==> config.mk <==
export PLATFORM = sky130hd
export DESIGN_NAME = instr_controller
export DESIGN_NICKNAME = d
export VERILOG_FILES = /design/src/rtl/instr_controller.sv
export SDC_FILE = /design/constraint.sdc
export NUM_CORES = 1
export LEC_CHECK = 0
export CAP_MARGIN = 20
export CORE_ASPECT_RATIO = 0.5
export CORE_MARGIN = 5
export CORE_UTILIZATION = 30
export CTS_CLUSTER_DIAMETER = 30
export DETAILED_ROUTE_END_ITERATION = 12
export PLACE_DENSITY_LB_ADDON = 0.12
export SKIP_CTS_REPAIR_TIMING = 1
export SYNTH_ARGS = -nofsm -noshare
export SYNTH_HDL_FRONTEND = slang
export SYNTH_SLANG_ARGS = --single-unit
==> constraint.sdc <==
create_clock -name clk -period 3.75 [get_ports clk]
set_clock_uncertainty 0.15 [all_clocks]
set_input_delay 1.125 -clock clk [delete_from_list [all_inputs] [get_ports clk]]
set_output_delay 1.125 -clock clk [all_outputs]
set_load 0.01 [all_outputs]
==> src/rtl/instr_controller.sv <==
// instr_controller: multi-cycle control FSM for a small register-file datapath.
// Latches a 16-bit instruction on a start pulse, decodes it, and sequences
// the datapath through reads, the ALU operation and the writeback.
module instr_controller (
  input  logic        clk,
  input  logic        reset_n,
  input  logic        s,
  input  logic [15:0] in,
  output logic        w,
  output logic        illegal,
  output logic [2:0]  readnum,
  output logic [2:0]  writenum,
  output logic [3:0]  vsel,
  output logic        loada,
  output logic        loadb,
  output logic        loadc,
  output logic        loads,
  output logic        asel,
  output logic        bsel,
  output logic        write,
  output logic [1:0]  shift,
  output logic [1:0]  ALUop,
  output logic [15:0] sximm8,
  output logic [15:0] sximm5
);

  typedef enum logic [2:0] {
    S_WAIT,
    S_DECODE,
    S_WRITE_IMM,
    S_GET_A,
    S_GET_B,
    S_ALU,
    S_WRITE_REG
  } state_t;

  state_t      state_q, state_d;
  logic [15:0] ir_q, ir_d;
  logic        illegal_q, illegal_d;

  logic [2:0] opcode, rn, rd, rm;
  logic [1:0] op, sh;
  logic       is_mov_imm, is_mov_reg, is_alu, is_mvn, is_cmp;

  assign opcode = ir_q[15:13];
  assign op     = ir_q[12:11];
  assign rn     = ir_q[10:8];
  assign rd     = ir_q[7:5];
  assign sh     = ir_q[4:3];
  assign rm     = ir_q[2:0];

  assign is_mov_imm = (opcode == 3'b110) && (op == 2'b10);
  assign is_mov_reg = (opcode == 3'b110) && (op == 2'b00);
  assign is_alu     = (opcode == 3'b101);
  assign is_mvn     = is_alu && (op == 2'b11);
  assign is_cmp     = is_alu && (op == 2'b01);

  assign sximm8  = {{8{ir_q[7]}}, ir_q[7:0]};
  assign sximm5  = {{11{ir_q[4]}}, ir_q[4:0]};
  assign illegal = illegal_q;

  // State, instruction register and illegal flag; reset aborts any instruction.
  always_ff @(posedge clk or negedge reset_n) begin
    if (!reset_n) begin
      state_q   <= S_WAIT;
      ir_q      <= 16'h0000;
      illegal_q <= 1'b0;
    end else begin
      state_q   <= state_d;
      ir_q      <= ir_d;
      illegal_q <= illegal_d;
    end
  end

  // Next-state logic: accept in WAIT, dispatch on the decoded IR, then sequence.
  always_comb begin
    state_d   = state_q;
    ir_d      = ir_q;
    illegal_d = illegal_q;
    case (state_q)
      S_WAIT: begin
        if (s) begin
          state_d   = S_DECODE;
          ir_d      = in;
          illegal_d = 1'b0;
        end
      end
      S_DECODE: begin
        if (is_mov_imm) begin
          state_d = S_WRITE_IMM;
        end else if (is_mov_reg || is_mvn) begin
          state_d = S_GET_B;
        end else if (is_alu) begin
          state_d = S_GET_A;
        end else begin
          state_d   = S_WAIT;
          illegal_d = 1'b1;
        end
      end
      S_WRITE_IMM: state_d = S_WAIT;
      S_GET_A:     state_d = S_GET_B;
      S_GET_B:     state_d = S_ALU;
      S_ALU:       state_d = is_cmp ? S_WAIT : S_WRITE_REG;
      S_WRITE_REG: state_d = S_WAIT;
      default:     state_d = S_WAIT;
    endcase
  end

  // Moore outputs: everything idle by default, each state raises only its own controls.
  always_comb begin
    w        = 1'b0;
    readnum  = 3'd0;
    writenum = 3'd0;
    vsel     = 4'b0001;
    loada    = 1'b0;
    loadb    = 1'b0;
    loadc    = 1'b0;
    loads    = 1'b0;
    asel     = 1'b0;
    bsel     = 1'b0;
    write    = 1'b0;
    shift    = 2'b00;
    ALUop    = 2'b00;
    case (state_q)
      S_WAIT: w = 1'b1;
      S_WRITE_IMM: begin
        vsel     = 4'b0100;
        writenum = rn;
        write    = 1'b1;
      end
      S_GET_A: begin
        readnum = rn;
        loada   = 1'b1;
      end
      S_GET_B: begin
        readnum = rm;
        loadb   = 1'b1;
      end
      S_ALU: begin
        shift = sh;
        if (is_mov_reg) begin
          asel  = 1'b1;
          ALUop = 2'b00;
        end else begin
          asel  = 1'b0;
          ALUop = op;
        end
        if (is_cmp) begin
          loads = 1'b1;
        end else begin
          loadc = 1'b1;
        end
      end
      S_WRITE_REG: begin
        vsel     = 4'b0001;
        writenum = rd;
        write    = 1'b1;
      end
      default: ;
    endcase
  end

endmodule

* Yosys cells after proc, flatten, opt, wreduce, memory -nomap -nowiden *
Cells that the tools add are included.

cells by class
  reduce and logical (&&, ||, !) cells = 11
  multiplexer cells = 27
  equal/unequal tests = 15

operators by type and width
  kind                  count
  $eq A3 B3 Y1 const B  5
  $mux W3               5
  $pmux W3 S5           1
  $mux W1               14
  $pmux W3 S2           2
  $mux W2               4
  $ne A2 B2 Y1 const B  4
  $eq A3 B2 Y1 const B  2
  $reduce_and A5 Y1     1
  $eq A2 B2 Y1 const B  2
  $logic_and A1 B1 Y1   4
  $eq A3 B1 Y1 const B  1
  $logic_not A3 Y1      1
  $eq A2 B1 Y1 const B  1
  $logic_not A2 Y1      1
  $pmux W1 S2           1
  $reduce_and A2 Y1     1
  $reduce_bool A2 Y1    1
  $reduce_or A2 Y1      1
  $logic_or A1 B1 Y1    1

word-level totals
  input port bits = 19
  output and inout bits = 55
  logic and storage cells = 56
  register bits after elaboration = 20

* Longest topological paths before layout *
Gate-level depths: netlist of run 1.

  word-level depth = 6
  depth in mapped cells = 6
  mapped depth without buffers = 4

* Least setup slack after synthesis of run 1 *
Ideal clock, no wire load.

  path type = reg2out
  start point = reg state_q[2]
  end point = out readnum[0]
  required time = 2475 ps
  stages on the path, launching flop included = 4
  arrival time = 1301 ps
  buffers on the path = 1
  path slack = 1174 ps
  cells stage by stage = dfrtp_1 > buf_4 > nor3b_1 > a22o_1

on the way
  longest elaborated chain between the ends = 2
  elaborated cells between the ends (all ways) = 3
  classes of those cells = eq/ne: 2; mux: 1

ends and longest elaborated chain
  what                                                 line  RTL
  from (decl)                                          37    state_t state_q, state_d;
  from (signal assigned)                               69    state_q <= state_d;
  $eq A3 B3 Y1 / $eq A3 B2 Y1 (equally long branches)  124   case (state_q)
  $pmux W3 S2 *                                        124
  to (decl)                                            11    output logic [2:0] readnum,

Mark *: on every way between the ends. The rest lies on a longest branch, timed or not.

* Worst setup path in the final report of run 1 *
  start point = reg state_q[2]
  end point = out readnum[2]

The elaborated chain is that of the path after synthesis.

==> flow_summary.toml, run 1 <==
[run_status]
outcome = "complete, no violations"

[pwr]
power.internal_uw = 1045
switchingPower_uw = 586.3
ir_drop_mv = 0.2234
power_uw = 1632
clkPwrFrac_pct = 9.9
p_per_area_mw_per_mm2 = 865.8
swShare_pct = 35.93
p_seq_share_pct = 29.9
pwr-share-comb_pct = 60.1
power.leakage_uw = 0.0007797

[placed_design]
gp_congestion = 0.6908
port_buffers = 70
hpwl_um = 2362

[worst_hold_path]
hold_path.class = "reg -> reg"
worstHoldPathCells = 1

[drt]
num_vias = 956
post_drt_wl_per_cell_um = 13.70
routed_wl_um = 3013
drc_errors = 0
vias_per_cell = 4.345
dr.pass1.iters = 3
drtIter0Drc = 40
drt.antenna.violating_nets = 0

[yosys]
synth.top_cells.by_area = "dfrtp_1 37%, buf_4 20%, mux2_4 10%"
ys_ff_latch = 20
synthCells = 125
synth_area_per_cell_um2 = 10.84
async_flop_share_pct = 100.0
synth_edf_count = 0
synth_top_cell_area_share_pct = 36.93
yosysWarningCount = 0
yosysSeqAreaShare_pct = 36.93
synth_top_area_cell = "dfrtp_1"
ys.flop_type = "dfrtp_1"
netlist_area_mm2 = 0.001355
synth.distinct_cells = 32

[sta]
hold_ws_ns = 0.3958
fin_setup_tns_ns = 0
setup_viol = 0
finalHoldViolations = 0
finalCriticalPeriod_ns = 3.351
fmax_mhz = 298.5
rsz0062_at_grt = "false"
drv_slew = 0
period_share_pct = 89.35

[floorplan]
dieArea_mm2 = 0.006043
die-width_um = 105.0
core_mm2 = 0.004382
die_h_um = 57.53
rows = 17
pin_count = 74
start_util_pct = 30.93

[global_route]
grt_overflow = 0
antenna_found_initial = 0
grt_pass1_wl_um = 4947
grt_max_degree = 21
grt_pass1_vias = 941
grt_usage_pct = 10.19

[critical_path]
crit_required_ns = 2.47
critPathCaptureType = "output pin"
reg2reg_depth = 3
cp-start-kind = "flop"
path_class = "reg -> out"
worstPathMaxFanout = 12
cp.arrival_ns = 2.08

[layout]
drive_above_1_share_pct = 17.18
final_common_cell = "clkdlybuf4s50_1"
final_cell_mix = "70 x clkdlybuf4s50_1, 20 x dfrtp_1, 9 x mux2_4"
fill_cells = 430
nets = 183
syn_to_final_growth_pct = 39.06
antenna_cells = 0

[clock_tree]
cts_inserted_buffers = 3
cts_tree = "built"
cts_root_buffer = "clkbuf_8"
clk_path_buf_depth = 2
cts.htree.levels = 1
clkTransAtPathRegs_ns = 0.07
clkSinkCount = 20
clk_latency_ns = 0.26

[run]
drv_cap = 0
## final timing paths
path / from / endpoint / slack, ns
setup / recovery: state_q[2] / readnum[2] / 0.40
hold reg to reg: ir_q[6] / ir_q[6] / 0.40
max in group asynchronous: reset_n / ir_q[4] / 2.17
setup reg to reg: state_q[2] / ir_q[10] / 1.94
min in group asynchronous: reset_n / ir_q[15] / 1.05
hold / removal: ir_q[6] / ir_q[6] / 0.40
## per-stage QoR
step                      instances  worst slack, ns  util, %  instance area (µm²)
after global placement          216           0.7497    41.75                 1829
after floorplan                 127            1.174        -                 1363
after detailed placement        216           0.6643    41.75                 1829
after CTS                       220           0.3728    43.00                 1884
after global routing            220           0.2502    43.00                 1884
final                           220           0.3995    43.00                 1884
## cell families (layout without fill, tap and decap cells)
logic type | Yosys count | in the layout | share of synthesized area, %
flip-flops | 20 | 20 | 36.93
multiplexers | 19 | 19 | 18.01
buffers and inverters | 44 | 80 | 24.75
other | 1 | 3 | 0.2767
AND/OR/NAND/NOR | 30 | 30 | 13.85
AO/OA/AOI/OAI | 11 | 11 | 6.186
## flip-flops by register name (all words and copies together), names as in the netlist
signal and cells:
ir_q 16, state_q 3, illegal 1
## power by group through the flow
stage | combinational, µW | clock (µW) | sequential [µW]
2_1_floorplan | 781 | 0 | 424
3_3_place_gp | 991 | 0 | 490
3_5_place_dp | 996 | 0 | 497
4_1_cts | 1000 | 170 | 493
5_1_grt | 1050 | 178 | 526
6_report | 981 | 162 | 488
## worst max-delay path, stage by stage (launching register included)
cell and delay, ns:
dfrtp_1 0.61, nor3b_1 0.45, a22o_1 0.22, clkdlybuf4s50_1 0.54
## cell usage after synthesis, types with 2 or more instances
library cell,instances
inv_1,4
mux2_2,7
mux2_4,9
dfrtp_1,20
nor3b_1,2
buf_4,36
and2_1,6
mux2i_1,3
nand2_1,3
nor2_1,8
a22o_1,4
a21oi_1,3
## final cells by class
type	count	area [µm²]	area share (%)
Tap cell	57	71.32	3.785
Multi-Input combinational cell	63	526.8	27.95
Inverter	4	15.01	0.7968
Sequential cell	20	500.5	26.56
Clock buffer	4	55.05	2.922
Timing Repair Buffer	72	715.7	37.98
## per-layer routing
metal  vias up  wire, µm  GRT usage [%]
li1        461         -              -
met1       453      1367          13.30
met2        40      1380          16.37
met3         2       236          3.277
met4         0        27          2.732
met5         -         0              0
Note: power is estimated with default switching activity, not from simulation.
==> run 2: changes to the inputs <==
--- a/config.mk
+++ b/config.mk
@@ -7,11 +7,9 @@
 export LEC_CHECK = 0
 export CAP_MARGIN = 20
 export CORE_ASPECT_RATIO = 0.5
-export CORE_MARGIN = 5
 export CORE_UTILIZATION = 30
 export CTS_CLUSTER_DIAMETER = 30
 export DETAILED_ROUTE_END_ITERATION = 12
-export PLACE_DENSITY_LB_ADDON = 0.12
 export SKIP_CTS_REPAIR_TIMING = 1
 export SYNTH_ARGS = -nofsm -noshare
 export SYNTH_HDL_FRONTEND = slang
==> constraint.sdc (replaced) <==
create_clock -name clk -period 3.75 [get_ports clk]
set_clock_uncertainty 0.15 [all_clocks]
set_input_delay 0.9375 -clock clk [delete_from_list [all_inputs] [get_ports clk]]
set_output_delay 0.9375 -clock clk [all_outputs]
set_load 0.01 [all_outputs]
==> run 2 against run 1 <==
Against the previous run: via count decreased by 0.84%; setup slack improved by 0.099 ns; count of clock-buffer cells in the layout unchanged; die area decreased by 20%; cell count decreased by 2.3%; sequential cell count unchanged; sequential share of layout area increased by 0.27 points; routed wire length decreased by 10%; non-clock buffer count decreased by 2; hold slack got worse by 0.0063 ns; critical path depth unchanged; register-to-register slack about the same; critical path type unchanged; largest cell class unchanged.
==> flow_summary.toml, run 2 (synthesis gave the netlist of run 1 again) <==
[worst_hold_path]
worstHoldStart = "ir_q[5]"
hold_path.class = "reg -> reg"

[sta]
tightestPinTransition_ns = 0.8915
fin_setup_tns_ns = 0
finalCriticalPeriod_ns = 3.252
relSlewSlack_pct = 40.38
drv_slew = 0
finalHoldViolations = 0
period_share_pct = 86.72
rsz0062_at_grt = "false"
setup_viol = 0
fmax_mhz = 307.5

[pwr]
pwr-share-comb_pct = 59.9
p_seq_share_pct = 30.2
ir_drop_mv = 0.2725
p_per_area_mw_per_mm2 = 870.6
swShare_pct = 35.92
switchingPower_uw = 583.5
power.leakage_uw = 0.0007695
power_uw = 1624
power.internal_uw = 1041
clkPwrFrac_pct = 9.9

[placed_design]
gp_congestion = 0.6768
hpwl_um = 2050
place_inst = 211
port_buffers = 70

[drt]
post_drt_wl_per_cell_um = 12.59
num_vias = 948
drtIter0Drc = 15
vias_per_cell = 4.409
routed_wl_um = 2707
drt.antenna.violating_nets = 0
drc_errors = 0
dr.pass1.iters = 4

[critical_path]
cp_num_buf_inv = 1
rr_startpoint = "state_q[2]"
cp_slowest_stage_delay_ns = 0.62
critPathSlowestCell = "dfrtp_1"
cp.arrival_ns = 2.16
path_cells = "nor3b_1 > nor2b_1 > clkdlybuf4s50_1"
critical_path_cell_count = 3
crit_family = "simple AND/OR/NAND/NOR gates"
worstPathMaxFanout = 12
rrSetupSlack_ns = 1.95
reg2reg_depth = 3
critPathCaptureType = "output pin"
critPathLaunch = "state_q[2]"
path_class = "reg -> out"
cp-start-kind = "flop"
crit_required_ns = 2.66
reg2reg_to = "ir_q[10]"
crit_end = "loadc"

[clock_tree]
clk_latency_ns = 0.26
clkTransAtPathRegs_ns = 0.07
clkSinkCount = 20
cts_inserted_buffers = 3
cts_tree = "built"
clk_path_buf_depth = 2
cts.htree.levels = 1
cts_root_buffer = "clkbuf_8"

[layout]
instances_no_fill = 215
drive_above_1_share_pct = 16.15
nets = 181
syn_to_final_growth_pct = 37.67
final_cell_mix = "70 x clkdlybuf4s50_1, 20 x dfrtp_1, 9 x mux2_4"
fin_util_pct = 45.46
antenna_cells = 0
largest_reg_flops = 16
final_common_cell = "clkdlybuf4s50_1"
regMostFlops = "ir_q"

[floorplan]
die_h_um = 49.53
die-width_um = 97.05
pin_count = 74
start_util_pct = 33.02
core_mm2 = 0.004104
rows = 16
dieArea_mm2 = 0.004806

[global_route]
antenna_found_initial = 0
grt_usage_pct = 11.94
grt_pass1_wl_um = 4595
grt_pass1_vias = 938
grt_overflow = 0
grt_max_degree = 21

[run_status]
outcome = "complete, no violations"

[run]
drv_cap = 0
[run 2: final cells by class]
cell class	instances	area [µm²]
Timing Repair Buffer	70	700.7
Sequential cell	20	500.5
Fill cell	374	2238
Clock buffer	4	55.05
Tap cell	54	67.56
Multi-Input combinational cell	63	526.8
Inverter	4	15.01
[run 2: per-layer routing]
layer | wire [µm] | share of wire, % | track usage (%)
met1 | 1242 | 46 | 15.09
met2 | 1321 | 49 | 21.13
met3 | 129 | 4.8 | 2.837
met4 | 14 | 0.52 | 2.239
met5 | 0 | 0 | 0
[run 2: worst min-delay path by stage]
stage               slack [ns]  endpoint  depth (start not counted)
detailed placement        0.37   ir_q[5]                          1
floorplan                 0.35  ir_q[10]                          1
CTS                       0.39   ir_q[5]                          1
global route              0.42   illegal                          2
global placement          0.37   ir_q[5]                          1
finish                    0.39   ir_q[5]                          1
[run 2: power groups by stage]
| stage | Clock, µW | Sequential (µW) | Combinational, µW |
|---|---|---|---|
| 2_1_floorplan | 0 | 424 | 781 |
| 3_3_place_gp | 0 | 486 | 974 |
| 3_5_place_dp | 0 | 495 | 980 |
| 4_1_cts | 168 | 493 | 984 |
| 5_1_grt | 175 | 521 | 1040 |
| 6_report | 161 | 491 | 972 |
[run 2: stage by stage]
step	setup slack (ns)	hold slack [ns]	instance area [µm²]
finish	0.4981	0.3894	1866
global route	0.2863	0.4201	1866
CTS	0.4731	0.3911	1866
detailed placement	0.7660	0.3745	1810
global placement	0.7806	0.3746	1810
floorplan	1.362	0.3535	1363
